File: src/rtl/uart_rx_fifo.sv
// uart_rx_fifo: oversampled serial receiver with 3-sample majority voting that
// feeds a first-word-fall-through FIFO carrying per-word frame/parity flags.
module uart_rx_fifo #(
  parameter int DATA_BITS    = 20,
  parameter int CLKS_PER_BIT = 16,
  parameter int PARITY_EN    = 0,
  parameter int PARITY_ODD   = 0,
  parameter int IDLE_LEVEL   = 0,
  parameter int FIFO_DEPTH   = 4
) (
  input  logic                 clock,
  input  logic                 reset,
  input  logic                 serialIn,
  input  logic                 rdEn,
  output logic [DATA_BITS-1:0] dataOut,
  output logic                 frameErr,
  output logic                 parityErr,
  output logic                 empty,
  output logic                 full,
  output logic                 overrun
);
  localparam int M  = CLKS_PER_BIT / 2;
  localparam int TW = $clog2(CLKS_PER_BIT);
  localparam int BW = (DATA_BITS > 1) ? $clog2(DATA_BITS) : 1;
  localparam int AW = $clog2(FIFO_DEPTH);
  localparam int WW = DATA_BITS + 2;
  localparam logic IDLE_BIT = (IDLE_LEVEL != 0);
  localparam logic ODD_BIT  = (PARITY_ODD != 0);
  localparam logic [TW-1:0] TC_LO   = TW'(M - 1);
  localparam logic [TW-1:0] TC_MID  = TW'(M);
  localparam logic [TW-1:0] TC_DEC  = TW'(M + 1);
  localparam logic [TW-1:0] TC_LAST = TW'(CLKS_PER_BIT - 1);
  localparam logic [BW-1:0] BIT_LAST = BW'(DATA_BITS - 1);

  typedef enum logic [2:0] {S_IDLE, S_START, S_DATA, S_PARITY, S_STOP} state_t;

  function automatic logic maj3(input logic a, input logic b, input logic c);
    return (a & b) | (a & c) | (b & c);
  endfunction

  logic                 sync_p0, sync_p1, s;
  state_t               state_q, state_d;
  logic [TW-1:0]        tc;
  logic [BW-1:0]        bit_idx;
  logic                 smp_lo, smp_mid, bit_val;
  logic                 decide, last_tc;
  logic                 push, shift_en, par_en;
  logic [DATA_BITS-1:0] shreg;
  logic                 par_err;
  logic [WW-1:0]        mem [FIFO_DEPTH];
  logic [WW-1:0]        head;
  logic [AW:0]          wptr, rptr;
  logic                 do_push, do_pop;

  // stage p0/p1: two-flop synchronizer; the FSM only ever sees s
  always_ff @(posedge clock or posedge reset) begin
    if (reset) begin
      sync_p0 <= IDLE_BIT;
      sync_p1 <= IDLE_BIT;
    end else begin
      sync_p0 <= serialIn;
      sync_p1 <= sync_p0;
    end
  end
  assign s = sync_p1;

  assign decide  = (tc == TC_DEC);
  assign last_tc = (tc == TC_LAST);
  assign bit_val = maj3(smp_lo, smp_mid, s);

  always_ff @(posedge clock or posedge reset) begin
    if (reset) state_q <= S_IDLE;
    else       state_q <= state_d;
  end

  always_comb begin
    state_d = state_q;
    case (state_q)
      S_IDLE:   if (s != IDLE_BIT) state_d = S_START;
      S_START:  if (decide && bit_val == IDLE_BIT) state_d = S_IDLE;
                else if (last_tc)                  state_d = S_DATA;
      S_DATA:   if (last_tc && bit_idx == BIT_LAST)
                  state_d = (PARITY_EN != 0) ? S_PARITY : S_STOP;
      S_PARITY: if (last_tc) state_d = S_STOP;
      S_STOP:   if (decide)  state_d = S_IDLE;
      default:  state_d = S_IDLE;
    endcase
  end

  always_comb begin
    push     = 1'b0;
    shift_en = 1'b0;
    par_en   = 1'b0;
    case (state_q)
      S_DATA:   shift_en = decide;
      S_PARITY: par_en   = decide;
      S_STOP:   push     = decide;
      default:  ;
    endcase
  end

  // Timer restarts on every state change so each bit is measured from its own edge
  always_ff @(posedge clock or posedge reset) begin
    if (reset) begin
      tc      <= '0;
      bit_idx <= '0;
      par_err <= 1'b0;
    end else begin
      tc <= (state_q == S_IDLE || last_tc || state_d != state_q) ? '0 : tc + TW'(1);
      if (state_q != S_DATA) bit_idx <= '0;
      else if (last_tc)      bit_idx <= bit_idx + BW'(1);
      if (state_q == S_IDLE) par_err <= 1'b0;
      else if (par_en)       par_err <= (^shreg) ^ bit_val ^ ODD_BIT;
    end
  end

  always_ff @(posedge clock) begin
    if (tc == TC_LO)  smp_lo  <= s;
    if (tc == TC_MID) smp_mid <= s;
    if (shift_en) begin
      shreg              <= shreg >> 1;
      shreg[DATA_BITS-1] <= bit_val;
    end
  end

  // FIFO: extra pointer MSB distinguishes full from empty
  assign empty   = (wptr == rptr);
  assign full    = (wptr[AW] != rptr[AW]) && (wptr[AW-1:0] == rptr[AW-1:0]);
  assign do_pop  = rdEn && !empty;
  assign do_push = push && (!full || do_pop);

  always_ff @(posedge clock or posedge reset) begin
    if (reset) begin
      wptr    <= '0;
      rptr    <= '0;
      overrun <= 1'b0;
    end else begin
      if (do_push) wptr <= wptr + (AW+1)'(1);
      if (do_pop)  rptr <= rptr + (AW+1)'(1);
      overrun <= push && !do_push;
    end
  end

  always_ff @(posedge clock) begin
    if (do_push) mem[wptr[AW-1:0]] <= {par_err, (bit_val != IDLE_BIT), shreg};
  end

  assign head      = mem[rptr[AW-1:0]];
  assign dataOut   = empty ? '0 : head[DATA_BITS-1:0];
  assign frameErr  = !empty && head[DATA_BITS];
  assign parityErr = !empty && head[DATA_BITS+1];

endmodule

File: config.mk
export PLATFORM = sky130hd
export DESIGN_NAME = uart_rx_fifo
export DESIGN_NICKNAME = d
export VERILOG_FILES = /design/src/rtl/uart_rx_fifo.sv
export SDC_FILE = /design/constraint.sdc
export NUM_CORES = 1
export LEC_CHECK = 0
export ABC_AREA = 1
export BUFFER_PORTS_ARGS = -buffer_cell sky130_fd_sc_hd__buf_2
export CAP_MARGIN = 20
export CORE_AREA = 2 2 113 93
export CTS_CLUSTER_SIZE = 12
export DETAILED_ROUTE_END_ITERATION = 10
export DIE_AREA = 0 0 115 95
export PLACE_DENSITY_LB_ADDON = 0.08
export SYNTH_ARGS = -nofsm -noshare
export SYNTH_HDL_FRONTEND = slang
export SYNTH_SLANG_ARGS = --single-unit
File: constraint.sdc
create_clock -name clock -period 2.8 [get_ports clock]
set_input_delay 0.56 -clock clock [delete_from_list [all_inputs] [get_ports clock]]
set_output_delay 0.56 -clock clock [all_outputs]
set_load 0.02 [all_outputs]
==> report_table.html, run 1 <==
<table>
<tr><th>Metric</th><th>Value</th></tr>
<tr><th colspan="2">CTS</th></tr>
<tr><td>Post-CTS setup buffers</td><td>0</td></tr>
<tr><td>Number of buffers inserted for hold repair after clock tree synthesis</td><td>0</td></tr>
<tr><td>CTS Buffer Depth</td><td>2</td></tr>
<tr><td>Clock latency on the worst-skew pair</td><td>0.42 ns</td></tr>
<tr><td>CTS tree</td><td>built</td></tr>
<tr><td>Clock buffers created by TritonCTS</td><td>17</td></tr>
<tr><td>H-tree depth reported by CTS</td><td>4</td></tr>
<tr><td>Clock input transition at the sequential cells of the worst setup and hold paths</td><td>0.06 ns</td></tr>
<tr><td>CTS sink count</td><td>approximately 130</td></tr>
<tr><td>Library cell used as clock root buffer</td><td>sky130_fd_sc_hd__clkbuf_16</td></tr>
<tr><th colspan="2">Critical path</th></tr>
<tr><td>Slowest library cell on the worst path</td><td>sky130_fd_sc_hd__or2_2</td></tr>
<tr><td>Largest delay contributor family on the critical path</td><td>simple AND/OR/NAND/NOR gates</td></tr>
<tr><td>Data arrival, critical path</td><td>2.08 ns</td></tr>
<tr><td>Category of the worst setup path launch point</td><td>register</td></tr>
<tr><td>Largest fanout on the critical path</td><td>25</td></tr>
<tr><td>Classification of the worst setup path</td><td>register to output port</td></tr>
<tr><td>Crit. End Element</td><td>output port</td></tr>
<tr><td>Ordered list of cells on the worst path</td><td>buf_4 &gt; nand2_1 &gt; nand4_2 &gt; or2_2 &gt; nand2_1 &gt; inv_1 &gt; buf_2</td></tr>
<tr><td>Most prevalent standard cell on the critical path</td><td>sky130_fd_sc_hd__nand2_1</td></tr>
<tr><td>Required arrival time at the worst endpoint</td><td>roughly 2.2 ns</td></tr>
<tr><td>Worst Path Buf+Inv</td><td>3</td></tr>
<tr><td>Worst stage delay on the critical path</td><td>0.52 ns</td></tr>
<tr><th colspan="2">Timing</th></tr>
<tr><td>RSZ-0062 raised after global routing</td><td>no</td></tr>
<tr><td>Relative slew slack</td><td>41.72%</td></tr>
<tr><td>Final worst-path cycle share</td><td>a little over nine tenths</td></tr>
<tr><td>Number of max-slew violations in the final report</td><td>0</td></tr>
<tr><td>Final-report setup violation count</td><td>0</td></tr>
<tr><td>Aggregate negative setup slack</td><td>0 ns</td></tr>
<tr><td>F_max</td><td>378.6 MHz</td></tr>
<tr><td>Final Hold Viols</td><td>0</td></tr>
<tr><td>Skew final</td><td>around 0.017 ns</td></tr>
<tr><td>Transition time at the pin with the least slew margin</td><td>0.8732 ns</td></tr>
<tr><td>Min Clock Period, post-route</td><td>2.641 ns</td></tr>
<tr><th colspan="2">Pwr</th></tr>
<tr><td>Sw Share</td><td>approximately 21%</td></tr>
<tr><td>Total Power</td><td>4490 uW</td></tr>
<tr><td>Combinational cell fraction of total power</td><td>3.0%</td></tr>
<tr><td>Switch Pwr</td><td>approximately 930 uW</td></tr>
<tr><td>Leak</td><td>0.002865 uW</td></tr>
<tr><td>P_int</td><td>about 3600 uW</td></tr>
<tr><td>VDD IR max</td><td>0.4436 mV</td></tr>
<tr><td>Share of total power in the clock network</td><td>49.1%</td></tr>
<tr><td>Proportion of power drawn by flip-flops and latches</td><td>47.9%</td></tr>
<tr><td>Power density of the placed cells</td><td>666.2 nW/um2</td></tr>
<tr><th colspan="2">Die</th></tr>
<tr><td>Total core area</td><td>roughly 9900 um2</td></tr>
<tr><td>Row count</td><td>33</td></tr>
<tr><td>Die X-Extent</td><td>115 um</td></tr>
<tr><td>IO Count</td><td>29</td></tr>
<tr><td>Die Outline Area</td><td>10930 um2</td></tr>
<tr><td>Die Y</td><td>95 um</td></tr>
<tr><td>Initial standard-cell utilization of the core</td><td>58.61%</td></tr>
<tr><th colspan="2">GRT</th></tr>
<tr><td>Global-route track usage on met2</td><td>a little over a third</td></tr>
<tr><td>Antenna violations before repair</td><td>0</td></tr>
<tr><td>Met1 demand-to-capacity share in global routing</td><td>between 20 and 30%</td></tr>
<tr><td>Global-route track usage on met3</td><td>~6.7%</td></tr>
<tr><td>Wire length of the first global-routing pass</td><td>17930 um</td></tr>
<tr><td>Overflow left after global routing</td><td>0</td></tr>
<tr><td>Pin count of the biggest net entering global routing</td><td>46</td></tr>
<tr><td>Most crowded layer after global routing</td><td>met2</td></tr>
<tr><td>GR Util All Layers</td><td>~22%</td></tr>
<tr><td>Number of global-route vias before repair</td><td>3612</td></tr>
<tr><th colspan="2">Job</th></tr>
<tr><td>Count of max-cap constraint violations</td><td>0</td></tr>
<tr><th colspan="2">Logic synthesis</th></tr>
<tr><td>Register area share after synthesis</td><td>66.35%</td></tr>
<tr><td>Mapped Nets</td><td>544</td></tr>
<tr><td>Synthesized netlist cell count</td><td>531</td></tr>
<tr><td>Synth area leader</td><td>sky130_fd_sc_hd__edfxtp_1</td></tr>
<tr><td>Mean post-synth cell area</td><td>10.94 um2</td></tr>
<tr><td>Netlist area before placement</td><td>5808 um2</td></tr>
<tr><td>Area fraction of the dominant cell type after synthesis</td><td>56.87%</td></tr>
<tr><td>Distinct cells, synth</td><td>36</td></tr>
<tr><td>Cells taking the most area after synthesis</td><td>sky130_fd_sc_hd__edfxtp_1 (57%), sky130_fd_sc_hd__dfrtp_1 (9.5%), sky130_fd_sc_hd__nand2_1 (7.0%), sky130_fd_sc_hd__inv_1 (4.6%), sky130_fd_sc_hd__o21ai_0 (4.2%)</td></tr>
<tr><td>Number of synthesis warnings</td><td>0</td></tr>
<tr><td>Synthesized flop and latch total</td><td>132</td></tr>
<tr><th colspan="2">Placement</th></tr>
<tr><td>Count of placed standard cells including taps</td><td>677</td></tr>
<tr><td>Number of buffers added on ports</td><td>28</td></tr>
<tr><td>Area of placed instances</td><td>6148 um2</td></tr>
<tr><td>HPWL after DPL</td><td>6587 um</td></tr>
<tr><td>Final weighted congestion in routability-driven placement</td><td>0.8305</td></tr>
<tr><th colspan="2">Route</th></tr>
<tr><td>DRC Markers</td><td>0</td></tr>
<tr><td>Antenna Violating Nets Remaining</td><td>0</td></tr>
<tr><td>DR vias/cell</td><td>5.224</td></tr>
<tr><td>Total length of routed wires</td><td>11080 um</td></tr>
<tr><td>Post-detailed-route wirelength per cell</td><td>15.63 um</td></tr>
<tr><td>Initial drt markers</td><td>244</td></tr>
<tr><td>Total vias in the final route</td><td>roughly 3700</td></tr>
<tr><td>Detailed Routing Iterations Pass 1</td><td>5</td></tr>
<tr><th colspan="2">Min path</th></tr>
<tr><td>Type of the worst min-delay path</td><td>input pin to register</td></tr>
<tr><th colspan="2">Cells and area</th></tr>
<tr><td>Area growth from synthesis to layout</td><td>16.03%</td></tr>
<tr><td>Cell area after layout</td><td>6739 um2</td></tr>
<tr><td>Post-Layout Cell Count</td><td>709</td></tr>
<tr><td>Share of post-route cells with drive strength above 1</td><td>16.70%</td></tr>
<tr><td>Net total in the final layout</td><td>587</td></tr>
<tr><td>Number of antenna diodes</td><td>0</td></tr>
<tr><th colspan="2">Run status</th></tr>
<tr><td>Run status</td><td>finished, final reports clean</td></tr>
</table>
==> cells in the mapped netlist (all sizes together) <==
library cell and count:
nand2 112, edfxtp 110, inv 76, nor2 65
o21ai 49, dfrtp 22, o22ai 22, nand3 16
clkbuf 11, ha 9, xor2 7, a21oi 6
buf 5, xnor2 5, nand4 4, nor3 4
o211ai 3, a22oi 1, and3 1, nand3b 1
nor4 1, or2 1
==> cells in the final DEF, fill, tap and decap left out, types with 2 or more instances in the layout <==
master | Yosys | routed
sky130_fd_sc_hd__edfxtp_1 | 110 | 110
sky130_fd_sc_hd__nand4_2 | 2 | 2
sky130_fd_sc_hd__nor2_1 | 61 | 58
sky130_fd_sc_hd__xor2_1 | 6 | 6
sky130_fd_sc_hd__buf_4 | 1 | 9
sky130_fd_sc_hd__nand4_1 | 2 | 2
sky130_fd_sc_hd__buf_2 | 1 | 28
sky130_fd_sc_hd__clkinv_4 | 0 | 2
sky130_fd_sc_hd__nand3_2 | 2 | 2
sky130_fd_sc_hd__nand3_4 | 2 | 2
sky130_fd_sc_hd__inv_1 | 71 | 71
sky130_fd_sc_hd__inv_2 | 4 | 4
sky130_fd_sc_hd__nand2_2 | 2 | 2
sky130_fd_sc_hd__dfrtp_1 | 22 | 22
sky130_fd_sc_hd__o22ai_1 | 22 | 22
sky130_fd_sc_hd__clkinv_1 | 0 | 2
sky130_fd_sc_hd__clkinv_2 | 0 | 3
sky130_fd_sc_hd__xnor2_1 | 5 | 5
sky130_fd_sc_hd__clkbuf_16 | 0 | 17
sky130_fd_sc_hd__bufinv_16 | 0 | 3
sky130_fd_sc_hd__clkinvlp_4 | 0 | 3
sky130_fd_sc_hd__nor3_2 | 2 | 2
sky130_fd_sc_hd__nor3_1 | 2 | 2
sky130_fd_sc_hd__nand2_1 | 109 | 109
sky130_fd_sc_hd__nor2_2 | 4 | 7
sky130_fd_sc_hd__nand3_1 | 12 | 12
sky130_fd_sc_hd__a21oi_1 | 5 | 5
sky130_fd_sc_hd__buf_12 | 0 | 3
sky130_fd_sc_hd__o21ai_0 | 49 | 49
sky130_fd_sc_hd__o211ai_2 | 2 | 2
sky130_fd_sc_hd__ha_1 | 9 | 9
==> worst register-to-register path, stage by stage, from the launching register on <==
cell	delay (ns)
sky130_fd_sc_hd__dfrtp_1	0.36
sky130_fd_sc_hd__buf_4	0.20
sky130_fd_sc_hd__nand2_1	0.09
sky130_fd_sc_hd__nand4_2	0.10
sky130_fd_sc_hd__nor2_2	0.05
sky130_fd_sc_hd__nand2_2	0.10
sky130_fd_sc_hd__nand3_4	0.14
sky130_fd_sc_hd__nor2_2	0.46
sky130_fd_sc_hd__buf_12	0.24
==> registers in the layout (all words and copies together), names as in the netlist <==
signal / flops
wptr: 3
mem: 88
state_q: 3
rptr: 3
tc: 4
par_err: 1
sync_p0: 1
overrun: 1
s: 1
smp_lo: 1
shreg: 20
bit_idx: 5
smp_mid: 1
==> layout make-up <==
cell class                      instances  area, um2
Timing Repair Buffer                   40      267.8
Sequential cell                       132       3854
Inverter                               76      287.8
Multi-Input combinational cell        307       1587
Clock inverter                         14      161.4
Clock buffer                           18      429.2
Tap cell                              122      152.6
Fill cell                             751       3171
==> cells by family (layout without fill, tap and decap cells) <==
logic type                 count (synthesis)  in the layout  share of synthesized area (%)
DFF                                      132            132                          66.35
and+or+nand+nor                          205            205                          15.45
adders and majority gates                  9              9                          1.939
buffers and inverters                     92            148                          6.463
xor gates and xnor gates                  12             12                          1.939
AOI/OAI and AO/OA                         81             81                          7.863
==> metal layers <==
metal	vias to the layer above	routed length (um)
met1	1737	4882
met3	7	649
met5	-	0
met2	91	5490
li1	1869	-
met4	0	61
==> what timing repair did <==
action                     in CTS  in global routing
hold endpoints to repair        0                  0
gates resized for setup         1                  0
setup endpoints to repair      23                  0
==> power by group through the flow <==
| stage | clock [uW] | sequential, uW | combinational (uW) |
|---|---|---|---|
| finish | 2210 | 2150 | 135 |
| global route | 2320 | 2150 | 157 |
| detailed placement | 0 | 2190 | 133 |
| global placement | 0 | 2190 | 126 |
| floorplan | 0 | 2180 | 105 |
| CTS | 2240 | 2150 | 137 |
==> per-stage QoR <==
step / setup slack, ns / util (%) / hold slack, ns
3_3_place_gp: 0.4397 / 62.05 / 0.3348
5_1_grt: 0.03540 / 68.01 / 0.2381
3_5_place_dp: 0.3173 / 62.05 / 0.3425
6_report: 0.1589 / 68.01 / 0.2535
2_1_floorplan: 0.4225 / - / 0.3312
4_1_cts: 0.1380 / 68.01 / 0.2375
==> final timing paths <==
path / from / to / slack (ns) / cells after the start
min in group asynchronous: reset / par_err / 0.32 / 2
max in group asynchronous: reset / s / 1.94 / 2
hold reg to reg: sync_p0 / s / 0.35 / 0
setup reg to reg: rptr[1] / mem[0][17] / 0.75 / 8
setup / recovery: rptr[1] / dataOut[16] / 0.16 / 7
hold / removal: serialIn / sync_p0 / 0.25 / 1
Power figures use the tool's default switching activity.
==> run 2: changes to the inputs <==
--- a/config.mk
+++ b/config.mk
@@ -8,10 +8,11 @@
 export ABC_AREA = 1
 export BUFFER_PORTS_ARGS = -buffer_cell sky130_fd_sc_hd__buf_2
 export CAP_MARGIN = 20
-export CORE_AREA = 2 2 113 93
+export CORE_AREA = 2 2 106 98
+export CTS_CLUSTER_DIAMETER = 150
 export CTS_CLUSTER_SIZE = 12
 export DETAILED_ROUTE_END_ITERATION = 10
-export DIE_AREA = 0 0 115 95
+export DIE_AREA = 0 0 108 100
 export PLACE_DENSITY_LB_ADDON = 0.08
 export SYNTH_ARGS = -nofsm -noshare
 export SYNTH_HDL_FRONTEND = slang
==> constraint.sdc (replaced) <==
create_clock -name clock -period 2.7 [get_ports clock]
set_input_delay 0.54 -clock clock [delete_from_list [all_inputs] [get_ports clock]]
set_output_delay 0.54 -clock clock [all_outputs]
set_load 0.02 [all_outputs]
==> report_table.html, run 2 (synthesis results as in run 1) <==
<table>
<tr><th>Metric</th><th>Value</th></tr>
<tr><th colspan="2">Run status</th></tr>
<tr><td>Run status</td><td>finished, final reports clean (unchanged)</td></tr>
<tr><th colspan="2">Timing</th></tr>
<tr><td>Final Hold Viols</td><td>0 (unchanged)</td></tr>
<tr><td>Transition time at the pin with the least slew margin</td><td>0.9058 ns (was 0.8732 ns)</td></tr>
<tr><td>Relative slew slack</td><td>39.55% (was 41.72%)</td></tr>
<tr><td>RSZ-0062 raised after global routing</td><td>no (unchanged)</td></tr>
<tr><td>Min Clock Period, post-route</td><td>about 2.6 ns</td></tr>
<tr><td>F_max</td><td>388.6 MHz</td></tr>
<tr><td>Aggregate negative setup slack</td><td>0 ns (unchanged)</td></tr>
<tr><td>Final worst-path cycle share</td><td>roughly 95%</td></tr>
<tr><td>Number of max-slew violations in the final report</td><td>0 (unchanged)</td></tr>
<tr><td>Worst hold slack after final layout</td><td>0.1270 ns (was 0.2535 ns)</td></tr>
<tr><td>Skew final</td><td>0.007939 ns (was 0.01694 ns)</td></tr>
<tr><td>Final-report setup violation count</td><td>0 (unchanged)</td></tr>
<tr><th colspan="2">CTS</th></tr>
<tr><td>CTS sink count</td><td>132 (unchanged)</td></tr>
<tr><td>CTS Buffer Depth</td><td>2 (unchanged)</td></tr>
<tr><td>Clock input transition at the sequential cells of the worst setup and hold paths</td><td>0.06 ns (about the same)</td></tr>
<tr><td>Library cell used as clock root buffer</td><td>sky130_fd_sc_hd__clkbuf_8 (was sky130_fd_sc_hd__clkbuf_16)</td></tr>
<tr><td>Clock latency on the worst-skew pair</td><td>0.51 ns (was 0.42 ns)</td></tr>
<tr><td>H-tree depth reported by CTS</td><td>4 (unchanged)</td></tr>
<tr><td>Number of buffers inserted for hold repair after clock tree synthesis</td><td>0 (unchanged)</td></tr>
<tr><td>Clock buffers created by TritonCTS</td><td>17 (unchanged)</td></tr>
<tr><td>CTS tree</td><td>built (unchanged)</td></tr>
<tr><th colspan="2">Critical path</th></tr>
<tr><td>Crit. End Element</td><td>output port (unchanged)</td></tr>
<tr><td>Classification of the worst setup path</td><td>register to output port (unchanged)</td></tr>
<tr><td>Ordered list of cells on the worst path</td><td>buf_6 &gt; nand2_1 &gt; nand4_2 &gt; or2_1 &gt; buf_4 &gt; nand2_1 &gt; inv_1 &gt; buf_2 (was buf_4 &gt; nand2_1 &gt; nand4_2 &gt; or2_2 &gt; nand2_1 &gt; inv_1 &gt; buf_2)</td></tr>
<tr><td>Worst-case register-to-register setup slack</td><td>0.78 ns (was 0.75 ns)</td></tr>
<tr><td>Category of the worst setup path launch point</td><td>register (unchanged)</td></tr>
<tr><td>Worst stage delay on the critical path</td><td>0.39 ns (was 0.52 ns)</td></tr>
<tr><td>Data arrival, critical path</td><td>2.03 ns (was 2.08 ns)</td></tr>
<tr><td>Largest fanout on the critical path</td><td>24 (was 25)</td></tr>
<tr><td>Critical R2R Capture</td><td>mem[2][10] (was mem[0][17])</td></tr>
<tr><td>Reg2reg path depth</td><td>8 (unchanged)</td></tr>
<tr><td>Slowest library cell on the worst path</td><td>sky130_fd_sc_hd__dfrtp_1 (was sky130_fd_sc_hd__or2_2)</td></tr>
<tr><td>Required arrival time at the worst endpoint</td><td>2.16 ns (was 2.24 ns)</td></tr>
<tr><td>Startpoint of the most critical register-to-register path</td><td>rptr[0] (was rptr[1])</td></tr>
<tr><td>Most prevalent standard cell on the critical path</td><td>sky130_fd_sc_hd__nand2_1 (unchanged)</td></tr>
<tr><th colspan="2">GRT</th></tr>
<tr><td>Antenna violations before repair</td><td>0 (unchanged)</td></tr>
<tr><td>GR Util All Layers</td><td>22.75% (was 22.46%)</td></tr>
<tr><td>Overflow left after global routing</td><td>0 (unchanged)</td></tr>
<tr><td>Number of global-route vias before repair</td><td>3776 (was 3612)</td></tr>
<tr><td>Wire length of the first global-routing pass</td><td>18510 um (was 17930 um)</td></tr>
<tr><td>Pin count of the biggest net entering global routing</td><td>46 (unchanged)</td></tr>
<tr><th colspan="2">Min path</th></tr>
<tr><td>Worst Hold Endpoint</td><td>sync_p0 (unchanged)</td></tr>
<tr><td>Type of the worst min-delay path</td><td>input pin to register (unchanged)</td></tr>
<tr><td>Cell depth of the worst hold path</td><td>1 (unchanged)</td></tr>
<tr><td>Hold_sp</td><td>serialIn (unchanged)</td></tr>
<tr><th colspan="2">Placement</th></tr>
<tr><td>HPWL after DPL</td><td>7158 um (was 6587 um)</td></tr>
<tr><td>Area of placed instances</td><td>6142 um2 (was 6148 um2)</td></tr>
<tr><td>Number of buffers added on ports</td><td>28 (unchanged)</td></tr>
<tr><td>Final weighted congestion in routability-driven placement</td><td>0.7567 (was 0.8305)</td></tr>
<tr><th colspan="2">Cells and area</th></tr>
<tr><td>Fill cell instance count of the final layout</td><td>713 (was 751)</td></tr>
<tr><td>Area growth from synthesis to layout</td><td>16.18% (was 16.03%)</td></tr>
<tr><td>Number of flip-flops under the largest register name</td><td>88 (unchanged)</td></tr>
<tr><td>Cell area after layout</td><td>6748 um2 (was 6739 um2)</td></tr>
<tr><td>Share of post-route cells with drive strength above 1</td><td>17.01% (was 16.70%)</td></tr>
<tr><td>Most common cell after layout, fill and taps aside</td><td>sky130_fd_sc_hd__edfxtp_1 (unchanged)</td></tr>
<tr><td>Net total in the final layout</td><td>588 (was 587)</td></tr>
<tr><td>Highest-count cells in the layout ignoring fill and taps</td><td>sky130_fd_sc_hd__edfxtp_1 (110), sky130_fd_sc_hd__nand2_1 (109), sky130_fd_sc_hd__inv_1 (71) (unchanged)</td></tr>
<tr><td>Utilization after layout</td><td>68.48% (was 68.01%)</td></tr>
<tr><td>Number of antenna diodes</td><td>0 (unchanged)</td></tr>
<tr><th colspan="2">Route</th></tr>
<tr><td>Post-detailed-route wirelength per cell</td><td>15.86 um (was 15.63 um)</td></tr>
<tr><td>Antenna Violating Nets Remaining</td><td>0 (unchanged)</td></tr>
<tr><td>Detailed Routing Iterations Pass 1</td><td>7 (was 5)</td></tr>
<tr><td>Initial drt markers</td><td>268 (was 244)</td></tr>
<tr><td>DR vias/cell</td><td>5.319 (was 5.224)</td></tr>
<tr><td>Total vias in the final route</td><td>3814 (was 3704)</td></tr>
<tr><td>DRC Markers</td><td>0 (unchanged)</td></tr>
<tr><td>Total length of routed wires</td><td>11370 um (was 11080 um)</td></tr>
<tr><th colspan="2">Pwr</th></tr>
<tr><td>VDD IR max</td><td>0.3703 mV (was 0.4436 mV)</td></tr>
<tr><td>Proportion of power drawn by flip-flops and latches</td><td>48.0% (was 47.9%)</td></tr>
<tr><td>Share of total power in the clock network</td><td>49.1% (about the same)</td></tr>
<tr><td>Leak</td><td>0.002867 uW (was 0.002865 uW)</td></tr>
<tr><td>Combinational cell fraction of total power</td><td>2.8% (was 3.0%)</td></tr>
<tr><td>Sw Share</td><td>20.97% (was 20.60%)</td></tr>
<tr><td>Power density of the placed cells</td><td>687.4 nW/um2 (was 666.2 nW/um2)</td></tr>
<tr><td>P_int</td><td>3666 uW (was 3565 uW)</td></tr>
<tr><td>Switch Pwr</td><td>972.7 uW (was 925.1 uW)</td></tr>
<tr><th colspan="2">Die</th></tr>
<tr><td>Die Outline Area</td><td>10800 um2 (was 10930 um2)</td></tr>
<tr><td>Total core area</td><td>9853 um2 (was 9910 um2)</td></tr>
<tr><td>Die Y</td><td>100 um (was 95 um)</td></tr>
<tr><td>IO Count</td><td>29 (unchanged)</td></tr>
<tr><td>Die X-Extent</td><td>108 um (was 115 um)</td></tr>
<tr><td>Initial standard-cell utilization of the core</td><td>58.95% (was 58.61%)</td></tr>
<tr><td>Row count</td><td>35 (was 33)</td></tr>
<tr><th colspan="2">Job</th></tr>
<tr><td>Count of max-cap constraint violations</td><td>0 (unchanged)</td></tr>
</table>
==> run 2: cell count changes in the layout (fill, tap and decap cells not counted), moves of 2 or more <==
| cell | delta |
|---|---|
| sky130_fd_sc_hd__buf_12 | -2 |
| sky130_fd_sc_hd__buf_6 | +2 |
| sky130_fd_sc_hd__clkinv_2 | -3 |
| sky130_fd_sc_hd__clkinv_4 | +2 |
| sky130_fd_sc_hd__inv_6 | +3 |
==> run 2: timing repair <==
action,4_1_cts,5_1_grt
endpoints found under the setup margin,0,3
setup buffers,0,0
gates resized for setup,0,3
==> run 2: worst max path at each step <==
stage                  from  slack, ns  depth (start not counted)         end
detailed placement  rptr[0]       0.62                          6  dataOut[1]
CTS                 rptr[1]       0.07                          8   parityErr
global placement    rptr[0]       0.65                          6   parityErr
global route        rptr[0]       0.04                          7  dataOut[5]
floorplan           rptr[0]       0.32                          8   mem[0][0]
finish              rptr[1]       0.13                          8   parityErr
==> run 2: worst max-delay path: cells and delay by family (launching register included) <==
| family | cells | cell delay [ns] |
|---|---|---|
| buffers and inverters | 4 | 0.58 |
| flip-flops | 1 | 0.39 |
| AND/OR/NAND/NOR | 4 | 0.56 |
==> run 2: metrics by stage <==
stage          power [uW]  setup slack, ns  cells
2_1_floorplan        2373           0.3225    531
3_3_place_gp         2402           0.6482    685
3_5_place_dp         2404           0.6213    685
4_1_cts              4671          0.07278    717
5_1_grt              4775          0.04170    717
6_report             4638           0.1270    717
==> run 2: layout make-up <==
| cell class | instances | area (um2) | area share, % |
|---|---|---|---|
| Sequential cell | 132 | 3854 | 57.11 |
| Multi-Input combinational cell | 307 | 1589 | 23.55 |
| Clock buffer | 18 | 417.9 | 6.193 |
| Inverter | 76 | 290.3 | 4.302 |
| Timing Repair Buffer | 41 | 257.7 | 3.820 |
| Clock inverter | 14 | 177.7 | 2.633 |
| Tap cell | 129 | 161.4 | 2.392 |
==> run 2: routing by layer <==
metal	GRT usage (%)	wire (um)
met2	38.41	5758
met1	28.67	4869
met3	5.325	528
met4	8.974	216
met5	0	0
==> run 2: power by group through the flow <==
stage | logic [uW] | clock network, uW | registers [uW]
after floorplan | 109 | 0 | 2260
after global placement | 132 | 0 | 2270
after detailed placement | 134 | 0 | 2270
after CTS | 134 | 2310 | 2230
after global routing | 155 | 2390 | 2230
final | 132 | 2280 | 2230
==> run 3: changes to the inputs <==
--- a/config.mk
+++ b/config.mk
@@ -14,6 +14,7 @@
 export DETAILED_ROUTE_END_ITERATION = 10
 export DIE_AREA = 0 0 108 100
 export PLACE_DENSITY_LB_ADDON = 0.08
+export SETUP_SLACK_MARGIN = 0.4
 export SYNTH_ARGS = -nofsm -noshare
 export SYNTH_HDL_FRONTEND = slang
 export SYNTH_SLANG_ARGS = --single-unit
==> report_table.html, run 3 (synthesis results as in run 1) <==
<table>
<tr><th>Metric</th><th>Value</th></tr>
<tr><th colspan="2">Min path</th></tr>
<tr><td>Type of the worst min-delay path</td><td>input pin to register (unchanged)</td></tr>
<tr><td>Hold_sp</td><td>serialIn (unchanged)</td></tr>
<tr><td>Cell depth of the worst hold path</td><td>1 (unchanged)</td></tr>
<tr><th colspan="2">Placement</th></tr>
<tr><td>Count of placed standard cells including taps</td><td>685 (unchanged)</td></tr>
<tr><td>Placement-stage worst setup slack</td><td>0.6213 ns (unchanged)</td></tr>
<tr><td>Number of buffers added on ports</td><td>28 (unchanged)</td></tr>
<tr><td>Final weighted congestion in routability-driven placement</td><td>0.7567 (unchanged)</td></tr>
<tr><td>Area of placed instances</td><td>6142 um2 (unchanged)</td></tr>
<tr><td>HPWL after DPL</td><td>7158 um (unchanged)</td></tr>
<tr><th colspan="2">Critical path</th></tr>
<tr><td>Critical Path End</td><td>dataOut[19] (was parityErr)</td></tr>
<tr><td>Startpoint of the most critical register-to-register path</td><td>rptr[1] (was rptr[0])</td></tr>
<tr><td>Crit. End Element</td><td>output port (unchanged)</td></tr>
<tr><td>Crit path launch</td><td>rptr[0] (was rptr[1])</td></tr>
<tr><td>Category of the worst setup path launch point</td><td>register (unchanged)</td></tr>
<tr><td>Critical R2R Capture</td><td>mem[1][19] (was mem[2][10])</td></tr>
<tr><td>Worst-case register-to-register setup slack</td><td>0.77 ns (was 0.78 ns)</td></tr>
<tr><td>Reg2reg path depth</td><td>9 (was 8)</td></tr>
<tr><td>Largest fanout on the critical path</td><td>7 (was 24)</td></tr>
<tr><td>Classification of the worst setup path</td><td>register to output port (unchanged)</td></tr>
<tr><td>Data arrival, critical path</td><td>1.95 ns (was 2.03 ns)</td></tr>
<tr><td>Required arrival time at the worst endpoint</td><td>2.16 ns (about the same)</td></tr>
<tr><th colspan="2">Timing</th></tr>
<tr><td>RSZ-0062 raised after global routing</td><td>yes (was no)</td></tr>
<tr><td>F_max</td><td>401.2 MHz (was 388.6 MHz)</td></tr>
<tr><td>Transition time at the pin with the least slew margin</td><td>0.9135 ns (was 0.9058 ns)</td></tr>
<tr><td>Min Clock Period, post-route</td><td>2.492 ns (was 2.573 ns)</td></tr>
<tr><td>Final-report setup violation count</td><td>0 (unchanged)</td></tr>
<tr><td>Final worst-path cycle share</td><td>92.31% (was 95.30%)</td></tr>
<tr><td>Relative slew slack</td><td>39.04% (was 39.55%)</td></tr>
<tr><td>Number of max-slew violations in the final report</td><td>0 (unchanged)</td></tr>
<tr><td>Skew final</td><td>0.009007 ns (was 0.007939 ns)</td></tr>
<tr><td>Final Hold Viols</td><td>0 (unchanged)</td></tr>
<tr><td>Aggregate negative setup slack</td><td>0 ns (unchanged)</td></tr>
<tr><td>Least setup slack across all paths after layout</td><td>0.2076 ns (was 0.1270 ns)</td></tr>
<tr><th colspan="2">GRT</th></tr>
<tr><td>Overflow left after global routing</td><td>0 (unchanged)</td></tr>
<tr><td>Pin count of the biggest net entering global routing</td><td>46 (unchanged)</td></tr>
<tr><td>Wire length of the first global-routing pass</td><td>19310 um (was 18510 um)</td></tr>
<tr><td>GR Util All Layers</td><td>23.92% (was 22.75%)</td></tr>
<tr><td>Number of global-route vias before repair</td><td>3886 (was 3776)</td></tr>
<tr><td>Antenna violations before repair</td><td>0 (unchanged)</td></tr>
<tr><th colspan="2">CTS</th></tr>
<tr><td>CTS Buffer Depth</td><td>2 (unchanged)</td></tr>
<tr><td>CTS tree</td><td>built (unchanged)</td></tr>
<tr><td>H-tree depth reported by CTS</td><td>4 (unchanged)</td></tr>
<tr><td>Library cell used as clock root buffer</td><td>sky130_fd_sc_hd__clkbuf_8 (unchanged)</td></tr>
<tr><td>Clock latency on the worst-skew pair</td><td>0.51 ns (about the same)</td></tr>
<tr><td>CTS sink count</td><td>132 (unchanged)</td></tr>
<tr><td>Clock buffers created by TritonCTS</td><td>17 (unchanged)</td></tr>
<tr><td>Clock input transition at the sequential cells of the worst setup and hold paths</td><td>0.06 ns (about the same)</td></tr>
<tr><th colspan="2">Die</th></tr>
<tr><td>Die X-Extent</td><td>108 um (unchanged)</td></tr>
<tr><td>Row count</td><td>35 (unchanged)</td></tr>
<tr><td>Total core area</td><td>9853 um2 (unchanged)</td></tr>
<tr><td>Die Y</td><td>100 um (unchanged)</td></tr>
<tr><td>IO Count</td><td>29 (unchanged)</td></tr>
<tr><td>Initial standard-cell utilization of the core</td><td>58.95% (unchanged)</td></tr>
<tr><td>Die Outline Area</td><td>10800 um2 (unchanged)</td></tr>
<tr><th colspan="2">Pwr</th></tr>
<tr><td>Total Power</td><td>4643 uW (was 4638 uW)</td></tr>
<tr><td>Leak</td><td>0.003057 uW (was 0.002867 uW)</td></tr>
<tr><td>VDD IR max</td><td>0.3866 mV (was 0.3703 mV)</td></tr>
<tr><td>Power density of the placed cells</td><td>648.2 nW/um2 (was 687.4 nW/um2)</td></tr>
<tr><th colspan="2">Route</th></tr>
<tr><td>DR vias/cell</td><td>5.445 (was 5.319)</td></tr>
<tr><td>Antenna Violating Nets Remaining</td><td>0 (unchanged)</td></tr>
<tr><td>Initial drt markers</td><td>360 (was 268)</td></tr>
<tr><td>Post-detailed-route wirelength per cell</td><td>17.36 um (was 15.86 um)</td></tr>
<tr><td>DRC Markers</td><td>0 (unchanged)</td></tr>
<tr><td>Total vias in the final route</td><td>4013 (was 3814)</td></tr>
<tr><td>Total length of routed wires</td><td>12790 um (was 11370 um)</td></tr>
<tr><td>Detailed Routing Iterations Pass 1</td><td>5 (was 7)</td></tr>
<tr><th colspan="2">Cells and area</th></tr>
<tr><td>Post-Layout Cell Count</td><td>737 (was 717)</td></tr>
<tr><td>Number of flip-flops under the largest register name</td><td>88 (unchanged)</td></tr>
<tr><td>Share of post-route cells with drive strength above 1</td><td>24.34% (was 17.01%)</td></tr>
<tr><td>Cell area after layout</td><td>7163 um2 (was 6748 um2)</td></tr>
<tr><td>Number of antenna diodes</td><td>0 (unchanged)</td></tr>
<tr><td>Net total in the final layout</td><td>608 (was 588)</td></tr>
<tr><td>Highest-count cells in the layout ignoring fill and taps</td><td>sky130_fd_sc_hd__edfxtp_1 (110), sky130_fd_sc_hd__nand2_1 (100), sky130_fd_sc_hd__inv_1 (63) (was sky130_fd_sc_hd__edfxtp_1 (110), sky130_fd_sc_hd__nand2_1 (109), sky130_fd_sc_hd__inv_1 (71))</td></tr>
<tr><td>Most common cell after layout, fill and taps aside</td><td>sky130_fd_sc_hd__edfxtp_1 (unchanged)</td></tr>
<tr><td>Area growth from synthesis to layout</td><td>23.33% (was 16.18%)</td></tr>
<tr><th colspan="2">Job</th></tr>
<tr><td>Count of max-cap constraint violations</td><td>0 (unchanged)</td></tr>
<tr><th colspan="2">Run status</th></tr>
<tr><td>Run status</td><td>finished, final reports clean (unchanged)</td></tr>
</table>
## run 3: worst max-delay path, cell delays in order (launching register included)
cell	delay, ns
sky130_fd_sc_hd__dfrtp_2	0.49
sky130_fd_sc_hd__inv_8	0.07
sky130_fd_sc_hd__nand2_4	0.07
sky130_fd_sc_hd__nand4_4	0.09
sky130_fd_sc_hd__or2_4	0.28
sky130_fd_sc_hd__buf_8	0.15
sky130_fd_sc_hd__nand2_1	0.08
sky130_fd_sc_hd__inv_1	0.06
sky130_fd_sc_hd__buf_4	0.15
## run 3: area by class of cell
cell class	count	area, um2
Inverter	76	295.3
Timing Repair inverter	1	8.758
Timing Repair Buffer	60	544.3
Clock inverter	14	177.7
Fill cell	637	2690
Sequential cell	132	3856
Tap cell	129	161.4
Multi-Input combinational cell	307	1702
Clock buffer	18	417.9
## run 3: repair_timing
item,4_1_cts,5_1_grt
setup endpoints to repair,23,24
hold buffers,0,0
gates cloned,2,2
resized for setup,22,47
pin swaps,2,3
buffers inserted,6,10
## run 3: power by group
group / total, uW / internal (uW) / switching (uW)
combinational: 133 / 48.7 / 83.9
clock: 2280 / 1420 / 866
sequential: 2230 / 2200 / 26.9
total: 4640 / 3670 / 977
## run 3: how the worst min path moves through the flow
stage / to
2_1_floorplan: s
3_3_place_gp: s
3_5_place_dp: s
4_1_cts: sync_p0
5_1_grt: sync_p0
6_report: sync_p0
## run 3: through the flow
stage / util [%] / hold slack (ns)
floorplan: - / 0.3312
global placement: 62.34 / 0.3347
detailed placement: 62.34 / 0.3402
CTS: 69.92 / 0.1156
global route: 72.70 / 0.1068
finish: 72.70 / 0.1304
## run 3: routing by layer
layer  routed length, um  vias to the layer above  global-route usage, %  share of wire (%)
met5                   0                        -                      0                  0
met1                5244                     1930                  29.89                 41
met4                 319                        0                  9.467                2.5
met2                6445                      137                  40.49                 50
li1                    -                     1908                      -                  -
met3                 783                       38                  5.779                6.1
